**config.mk**
```make
export PLATFORM = sky130hd
export DESIGN_NAME = esc_arm_ramp_ctrl_flat
export DESIGN_NICKNAME = d
export VERILOG_FILES = /design/src/rtl/esc_arm_ramp_ctrl_pkg.sv /design/src/rtl/esc_arm_ramp_ctrl_if.sv /design/src/rtl/esc_arm_ramp_ctrl_slew_limiter.sv /design/src/rtl/esc_arm_ramp_ctrl.sv /design/src/flat_wrapper.sv
export SDC_FILE = /design/constraint.sdc
export NUM_CORES = 1
export LEC_CHECK = 0
export CAP_MARGIN = 10
export CELL_PAD_IN_SITES_DETAIL_PLACEMENT = 0
export CELL_PAD_IN_SITES_GLOBAL_PLACEMENT = 1
export CORE_MARGIN = 2
export CORE_UTILIZATION = 44
export DETAILED_ROUTE_END_ITERATION = 12
export PLACE_DENSITY_LB_ADDON = 0.1
export SKIP_LAST_GASP = 1
export SLEW_MARGIN = 30
export SYNTH_ARGS = -nofsm -noshare
export SYNTH_HDL_FRONTEND = slang
export SYNTH_SLANG_ARGS = --single-unit
```
**constraint.sdc**
```tcl
create_clock -name clk -period 9.8 [get_ports clk]
set_input_delay 1.96 -clock clk [delete_from_list [all_inputs] [get_ports clk]]
set_output_delay 1.96 -clock clk [all_outputs]
set_load 0.005 [all_outputs]
```
**src/rtl/esc_arm_ramp_ctrl_pkg.sv**
```systemverilog
// Shared types for the ESC arming / slew-rate sequencer.
package esc_ctrl_pkg;

  localparam int SPD_W = 11;

  typedef logic [SPD_W-1:0] spd_t;

  typedef enum logic [1:0] {
    DISARMED  = 2'd0,
    ARM_WAIT  = 2'd1,
    RUN       = 2'd2,
    RAMP_DOWN = 2'd3
  } state_e;

endpackage

```
**src/rtl/esc_arm_ramp_ctrl_if.sv**
```systemverilog
// Command/status bundle between the flight controller side and the sequencer.
interface esc_arm_ramp_ctrl_if;
  import esc_ctrl_pkg::*;

  logic arm;
  logic kill;
  spd_t frnt_tgt;
  spd_t bck_tgt;
  spd_t lft_tgt;
  spd_t rght_tgt;
  spd_t frnt_spd;
  spd_t bck_spd;
  spd_t lft_spd;
  spd_t rght_spd;
  logic motors_off;
  logic armed;

  modport master (
    output arm, kill, frnt_tgt, bck_tgt, lft_tgt, rght_tgt,
    input  frnt_spd, bck_spd, lft_spd, rght_spd, motors_off, armed
  );

  modport slave (
    input  arm, kill, frnt_tgt, bck_tgt, lft_tgt, rght_tgt,
    output frnt_spd, bck_spd, lft_spd, rght_spd, motors_off, armed
  );

endinterface

```
**src/rtl/esc_arm_ramp_ctrl_slew_limiter.sv**
```systemverilog
// One motor channel: moves the registered speed toward its target by at most
// STEP per tick, never overshooting.
module slew_limiter
  import esc_ctrl_pkg::*;
#(
  parameter spd_t STEP = spd_t'(8)
) (
  input  logic clk,
  input  logic rst_n,
  input  logic i_tick,
  input  logic i_clr,
  input  spd_t i_tgt,
  output spd_t o_spd
);

  spd_t                    r_spd;
  logic signed [SPD_W:0]   w_diff;
  logic        [SPD_W:0]   w_mag;
  spd_t                    w_step;
  spd_t                    w_spd_nxt;

  // Sign-retaining difference; its magnitude always fits in SPD_W bits.
  always_comb begin
    w_diff    = $signed({1'b0, i_tgt}) - $signed({1'b0, r_spd});
    w_mag     = w_diff[SPD_W] ? -w_diff : w_diff;
    w_step    = (w_mag > {1'b0, STEP}) ? STEP : w_mag[SPD_W-1:0];
    w_spd_nxt = w_diff[SPD_W] ? (r_spd - w_step) : (r_spd + w_step);
  end

  // NOTE: sequential state uses non-blocking assignments only; reset is
  // synchronous, so it lives inside the clocked block rather than its sensitivity list.
  always_ff @(posedge clk) begin
    if (!rst_n) begin
      r_spd <= '0;
    end else if (i_clr) begin
      r_spd <= '0;
    end else if (i_tick) begin
      r_spd <= w_spd_nxt;
    end
  end

  assign o_spd = r_spd;

endmodule

```
**src/rtl/esc_arm_ramp_ctrl.sv**
```systemverilog
// Arming sequencer: throttle interlock, arming dwell, per-motor slew limiting,
// ramp-down on disarm and immediate kill.
module esc_arm_ramp_ctrl
  import esc_ctrl_pkg::*;
#(
  parameter int unsigned ARM_CYCLES = 50_000_000,
  parameter int unsigned SLEW_DIV   = 50_000,
  parameter spd_t        SLEW_STEP  = 11'd8,
  parameter spd_t        ARM_MAX    = 11'd64
) (
  input logic                  clk,
  input logic                  rst_n,
  esc_arm_ramp_ctrl_if.slave   io_bus
);

  localparam int DWELL_W = (ARM_CYCLES > 1) ? $clog2(ARM_CYCLES) : 1;
  localparam int TICK_W  = (SLEW_DIV > 1)   ? $clog2(SLEW_DIV)   : 1;
  localparam logic [DWELL_W-1:0] DWELL_LAST = DWELL_W'(ARM_CYCLES - 1);
  localparam logic [TICK_W-1:0]  TICK_LAST  = TICK_W'(SLEW_DIV - 1);

  state_e              r_state;
  state_e              w_state_nxt;
  logic [DWELL_W-1:0]  r_dwell;
  logic [TICK_W-1:0]   r_tick_cnt;
  logic                r_motors_off;
  logic                r_armed;
  logic                w_motors_off_nxt;
  logic                w_armed_nxt;

  spd_t                w_tgt_raw  [4];
  spd_t                w_slew_tgt [4];
  spd_t                w_spd      [4];
  logic                w_interlock_ok;
  logic                w_all_zero;
  logic                w_active;
  logic                w_active_nxt;
  logic                w_tick;
  logic                w_clr;

  always_comb begin
    w_tgt_raw[0] = io_bus.frnt_tgt;
    w_tgt_raw[1] = io_bus.bck_tgt;
    w_tgt_raw[2] = io_bus.lft_tgt;
    w_tgt_raw[3] = io_bus.rght_tgt;
  end

  assign w_interlock_ok = (w_tgt_raw[0] <= ARM_MAX) && (w_tgt_raw[1] <= ARM_MAX) &&
                          (w_tgt_raw[2] <= ARM_MAX) && (w_tgt_raw[3] <= ARM_MAX);
  assign w_all_zero     = (w_spd[0] == '0) && (w_spd[1] == '0) &&
                          (w_spd[2] == '0) && (w_spd[3] == '0);
  assign w_active       = (r_state == RUN) || (r_state == RAMP_DOWN);
  assign w_active_nxt   = (w_state_nxt == RUN) || (w_state_nxt == RAMP_DOWN);
  assign w_tick         = w_active && (r_tick_cnt == TICK_LAST);
  assign w_clr          = io_bus.kill || !w_active;

  // ---------------- FSM: state register ----------------
  always_ff @(posedge clk) begin
    if (!rst_n) begin
      r_state <= DISARMED;
    end else begin
      r_state <= w_state_nxt;
    end
  end

  // ---------------- FSM: next-state logic ----------------
  // NOTE: every always_comb output gets a default first so no path can infer a latch.
  always_comb begin
    w_state_nxt = r_state;
    if (io_bus.kill) begin
      w_state_nxt = DISARMED;
    end else begin
      case (r_state)
        DISARMED:  if (io_bus.arm && w_interlock_ok) w_state_nxt = ARM_WAIT;
        ARM_WAIT: begin
          if (!io_bus.arm)               w_state_nxt = DISARMED;
          else if (r_dwell == DWELL_LAST) w_state_nxt = RUN;
        end
        RUN:       if (!io_bus.arm) w_state_nxt = RAMP_DOWN;
        RAMP_DOWN: begin
          if (io_bus.arm)      w_state_nxt = RUN;
          else if (w_all_zero) w_state_nxt = DISARMED;
        end
        default:   w_state_nxt = DISARMED;
      endcase
    end
  end

  // ---------------- FSM: output logic (registered below) ----------------
  always_comb begin
    w_motors_off_nxt = (w_state_nxt == DISARMED) || (w_state_nxt == ARM_WAIT);
    w_armed_nxt      = (w_state_nxt == RUN);
  end

  always_ff @(posedge clk) begin
    if (!rst_n) begin
      r_motors_off <= 1'b1;
      r_armed      <= 1'b0;
    end else begin
      r_motors_off <= w_motors_off_nxt;
      r_armed      <= w_armed_nxt;
    end
  end

  // Dwell restarts on every fresh entry to ARM_WAIT and idles at 0 elsewhere.
  always_ff @(posedge clk) begin
    if (!rst_n) begin
      r_dwell <= '0;
    end else if ((r_state == ARM_WAIT) && (w_state_nxt == ARM_WAIT)) begin
      r_dwell <= r_dwell + DWELL_W'(1);
    end else begin
      r_dwell <= '0;
    end
  end

  // Tick phase survives RUN <-> RAMP_DOWN so re-arming does not stretch the slew.
  always_ff @(posedge clk) begin
    if (!rst_n) begin
      r_tick_cnt <= '0;
    end else if (w_active && w_active_nxt) begin
      r_tick_cnt <= w_tick ? '0 : (r_tick_cnt + TICK_W'(1));
    end else begin
      r_tick_cnt <= '0;
    end
  end

  always_comb begin
    for (int i = 0; i < 4; i++) begin
      w_slew_tgt[i] = (r_state == RUN) ? w_tgt_raw[i] : '0;
    end
  end

  for (genvar g = 0; g < 4; g++) begin : g_motor
    slew_limiter #(
      .STEP (SLEW_STEP)
    ) u_slew (
      .clk    (clk),
      .rst_n  (rst_n),
      .i_tick (w_tick),
      .i_clr  (w_clr),
      .i_tgt  (w_slew_tgt[g]),
      .o_spd  (w_spd[g])
    );
  end

  assign io_bus.frnt_spd   = w_spd[0];
  assign io_bus.bck_spd    = w_spd[1];
  assign io_bus.lft_spd    = w_spd[2];
  assign io_bus.rght_spd   = w_spd[3];
  assign io_bus.motors_off = r_motors_off;
  assign io_bus.armed      = r_armed;

endmodule

```
**src/flat_wrapper.sv**
```systemverilog
// flat-port wrapper written by rule: the top's interface ports become plain ports
module esc_arm_ramp_ctrl_flat import esc_ctrl_pkg::*;
#(
  parameter int unsigned ARM_CYCLES = 50_000_000,
  parameter int unsigned SLEW_DIV   = 50_000,
  parameter spd_t        SLEW_STEP  = 11'd8,
  parameter spd_t        ARM_MAX    = 11'd64
)
  (clk, rst_n, io_bus_arm, io_bus_kill, io_bus_frnt_tgt, io_bus_bck_tgt, io_bus_lft_tgt, io_bus_rght_tgt, io_bus_frnt_spd, io_bus_bck_spd, io_bus_lft_spd, io_bus_rght_spd, io_bus_motors_off, io_bus_armed);
  esc_arm_ramp_ctrl_if io_bus_i ();
  input logic clk;
  input logic rst_n;
  input wire logic [$bits(io_bus_i.arm)-1:0] io_bus_arm;
  input wire logic [$bits(io_bus_i.kill)-1:0] io_bus_kill;
  input wire logic [$bits(io_bus_i.frnt_tgt)-1:0] io_bus_frnt_tgt;
  input wire logic [$bits(io_bus_i.bck_tgt)-1:0] io_bus_bck_tgt;
  input wire logic [$bits(io_bus_i.lft_tgt)-1:0] io_bus_lft_tgt;
  input wire logic [$bits(io_bus_i.rght_tgt)-1:0] io_bus_rght_tgt;
  output wire logic [$bits(io_bus_i.frnt_spd)-1:0] io_bus_frnt_spd;
  output wire logic [$bits(io_bus_i.bck_spd)-1:0] io_bus_bck_spd;
  output wire logic [$bits(io_bus_i.lft_spd)-1:0] io_bus_lft_spd;
  output wire logic [$bits(io_bus_i.rght_spd)-1:0] io_bus_rght_spd;
  output wire logic [$bits(io_bus_i.motors_off)-1:0] io_bus_motors_off;
  output wire logic [$bits(io_bus_i.armed)-1:0] io_bus_armed;
  assign io_bus_i.arm = io_bus_arm;
  assign io_bus_i.kill = io_bus_kill;
  assign io_bus_i.frnt_tgt = io_bus_frnt_tgt;
  assign io_bus_i.bck_tgt = io_bus_bck_tgt;
  assign io_bus_i.lft_tgt = io_bus_lft_tgt;
  assign io_bus_i.rght_tgt = io_bus_rght_tgt;
  assign io_bus_frnt_spd = io_bus_i.frnt_spd;
  assign io_bus_bck_spd = io_bus_i.bck_spd;
  assign io_bus_lft_spd = io_bus_i.lft_spd;
  assign io_bus_rght_spd = io_bus_i.rght_spd;
  assign io_bus_motors_off = io_bus_i.motors_off;
  assign io_bus_armed = io_bus_i.armed;
  esc_arm_ramp_ctrl #(.ARM_CYCLES(ARM_CYCLES), .SLEW_DIV(SLEW_DIV), .SLEW_STEP(SLEW_STEP), .ARM_MAX(ARM_MAX)) u_core (.clk(clk), .rst_n(rst_n), .io_bus(io_bus_i));
endmodule
```
==> flow_summary.json <==
{
  "timing.critical_path.depth": 27,
  "cts_tree": "built",
  "count_of_h_tree_levels_built_during_cts": 3,
  "delay_contributed_by_the_slowest_stage_of_the_critical_path_ps": 650,
  "power.total_w": 0.000751,
  "grt_use_total_pct": 23.3,
  "ys_seq_area_share_pct": 17.7,
  "max_slew.worst_pin.slew_ps": 913,
  "remaining_drc_errors": 0,
  "crit_path_end_kind": "register",
  "cts-root-to-sink-buffers": 2,
  "cts_setup_buffers": 0,
  "area.sequential_sq_um": 1800,
  "cts_hold_buf": 0,
  "port_buffers": 93,
  "ys_top_cells_by_area": "dfxtp_1 (18%), ha_1 (12%), nand2_1 (4.9%)",
  "holdCritStartpoint": "u_core.r_tick_cnt[0]",
  "clk_pin_slew_ps": 70,
  "postRouteAntennaNets": 0,
  "global_route_wire_length_before_repair_mm": 46.4,
  "drt-total-wl_mm": 28.4,
  "avgSynthCellArea_sq_um": 7.26,
  "cp_data_required_time_ps": 10070,
  "max-slew-margin-rel_pct": 38.6,
  "synth_largest_area_cell": "dfxtp_1",
  "placedCellCount": 1739,
  "gp_congestion": 0.848,
  "finalCritPeriodShare_pct": 88.3,
  "critPathBufInv": 1,
  "timing.critical_path.max_delay_family": "compound AO/OA/AOI/OAI gates",
  "die_w_um": 156,
  "nNetsFinal": 1615,
  "cp_data_arrival_time_ps": 8930,
  "dieArea_sq_um": 24400,
  "setup_total_negative_slack_ps": 0,
  "fin_cells": 1754,
  "hold_path_depth": 1,
  "initial_core_util_pct": 44.8,
  "endpoint_of_the_worst_register_to_register_path": "u_core.g_motor[2].u_slew.o_spd[10]",
  "synth_cells": 1402,
  "cts_buffers": 9,
  "drive_gt1_share_pct": 4.02,
  "synth-async-reset-ratio_pct": 0,
  "antenna_cells": 0,
  "cp_max_fo": 6,
  "grt_remaining_overflow": 0,
  "yosysTopAreaCellShare_pct": 17.7,
  "synth_enable_flop_cells": 0,
  "detail_route.vias_per_cell": 5.76,
  "post-route-util_pct": 51.4,
  "post-dp-hpwl_mm": 22.2,
  "ir_worst_vdd_mv": 0.0753,
  "post_drt_wl_per_cell_um": 16.2,
  "timing.clock.skew_ps": 12.2,
  "p_leak_nw": 4.37,
  "cts-resized-gates": 0,
  "holdCritPathClass": "reg2reg",
  "final.fill_count": 2240,
  "ff2ff_path_depth": 28,
  "yosysUniqueCellTypes": 92,
  "maximum_number_of_pins_on_one_net_before_global_route_repair": 43,
  "timing.critical_path.from_type": "primary input",
  "postSynth.topFlopCell": "dfxtp_1",
  "post_synth_instance_area_sq_um": 10200,
  "num_rows": 55,
  "grt_pass1_vias": 9255,
  "vias": 10100,
  "most-common-layout-cells": "nand2_1 (133), nor2_1 (122), inv_1 (104)",
  "multi_input_gate_area_in_the_final_layout_sq_um": 7810,
  "final_common_cell": "nand2_1",
  "clock_latency_ps": 350,
  "number_of_nets_produced_by_synthesis": 1552,
  "hold_viol_final": 0,
  "regToRegStartpoint": "u_core.r_state[1]",
  "timing.setup.critical_path_class": "in2reg",
  "maxClockFrequency_mhz": 116,
  "drv.max_cap_violation_count": 0,
  "die_h_um": 156,
  "drt-pass1-iter-count": 5,
  "run_status": "completed",
  "pwr_cell_area_nw_per_um2": 64.4,
  "synth-seq-cells": 90,
  "report.final.setup_viol": 0,
  "regToRegSetupSlack_ps": 1820,
  "cts_sinks": 90,
  "drt_iter0_markers": 565,
  "worstHoldEndpoint": "u_core.r_tick_cnt[0]",
  "report.final.slew_viol_count": 0,
  "cts_root_buffer": "clkbuf_16",
  "cell_at_the_slowest_stage_of_the_critical_path": "a2111oi_0",
  "ios": 94,
  "floorplan.core_area_sq_um": 22700,
  "rsz0062_at_grt": "false",
  "time_the_worst_path_needs_with_i_o_delays_and_setup_ps": 8650,
  "area_growth_pct": 14.6,
  "synth_warnings": 0,
  "grt_antenna_before_repair": 0
}
[through the flow]
| step | setup slack, ps | hold WS, ps | area (sq um) |
|---|---|---|---|
| detailed placement | 616 | 453 | 11300 |
| CTS | 921 | 468 | 11600 |
| floorplan | 2020 | 430 | 10200 |
| global placement | 849 | 442 | 11300 |
| finish | 1150 | 462 | 11700 |
| global route | 518 | 491 | 11700 |
[report_power, final]
part	switching, W	internal, W	total [W]
Clock	0.000149	0.000211	0.000361
Combinational	0.00000749	0.0000175	0.0000250
Sequential	0.00000000000212	0.000366	0.000366
[worst max-delay path by stage]
stage,from,endpoint,slack (ps)
floorplan,io_bus_frnt_tgt[0],u_core.g_motor[0].u_slew.o_spd[10],2020
global placement,io_bus_frnt_tgt[0],u_core.g_motor[0].u_slew.o_spd[10],850
detailed placement,io_bus_frnt_tgt[0],u_core.g_motor[0].u_slew.o_spd[10],620
CTS,io_bus_frnt_tgt[0],u_core.g_motor[0].u_slew.o_spd[10],920
global route,io_bus_frnt_tgt[0],u_core.g_motor[0].u_slew.o_spd[10],520
finish,io_bus_frnt_tgt[0],u_core.g_motor[0].u_slew.o_spd[10],1150
[cell type report]
class	count	area share, %
Clock buffer	12	2.20
Clock inverter	3	0.397
Inverter	105	3.38
Multi-Input combinational cell	1157	67.0
Sequential cell	90	15.4
Tap cell	285	3.06
Timing Repair Buffer	102	8.56
[registers in the layout (all words and copies together) (netlist names)]
register and count:
u_core.r_tick_cnt 16, u_core.r_state 2, u_core.g_motor.u_slew.o_spd 44, u_core.io_bus.motors_off 1, u_core.io_bus.armed 1, u_core.r_dwell 26
[cell families (layout without fill, tap and decap cells)]
group                      Yosys count  in the layout  share of synthesized area, %
adders and majority gates          102            102                          13.1
AOI/OAI and AO/OA                  363            363                          24.2
buffers and inverters              155            222                          5.91
muxes                               11             11                          1.22
and+or+nand+nor                    592            592                          30.0
xor gates and xnor gates            89             89                          7.80
DFF                                 90             90                          17.7
[cell usage after synthesis, drive strengths merged, types with 34 or more instances]
cell type / count
dfxtp: 90
nor2: 122
clkbuf: 43
nand3: 59
inv: 105
and2: 45
a21oi: 85
xnor2: 47
xor2: 42
nand2: 133
nor3: 40
nor4: 34
o21ai: 78
ha: 94
[per-layer routing]
layer	GRT usage, %	share of wire (%)	vias up
li1	-	-	5238
met4	4.19	1.1	0
met5	0	0	-
met3	3.19	3.7	15
met1	32.6	50	4697
met2	38.4	45	158
Power figures use the tool's default switching activity.
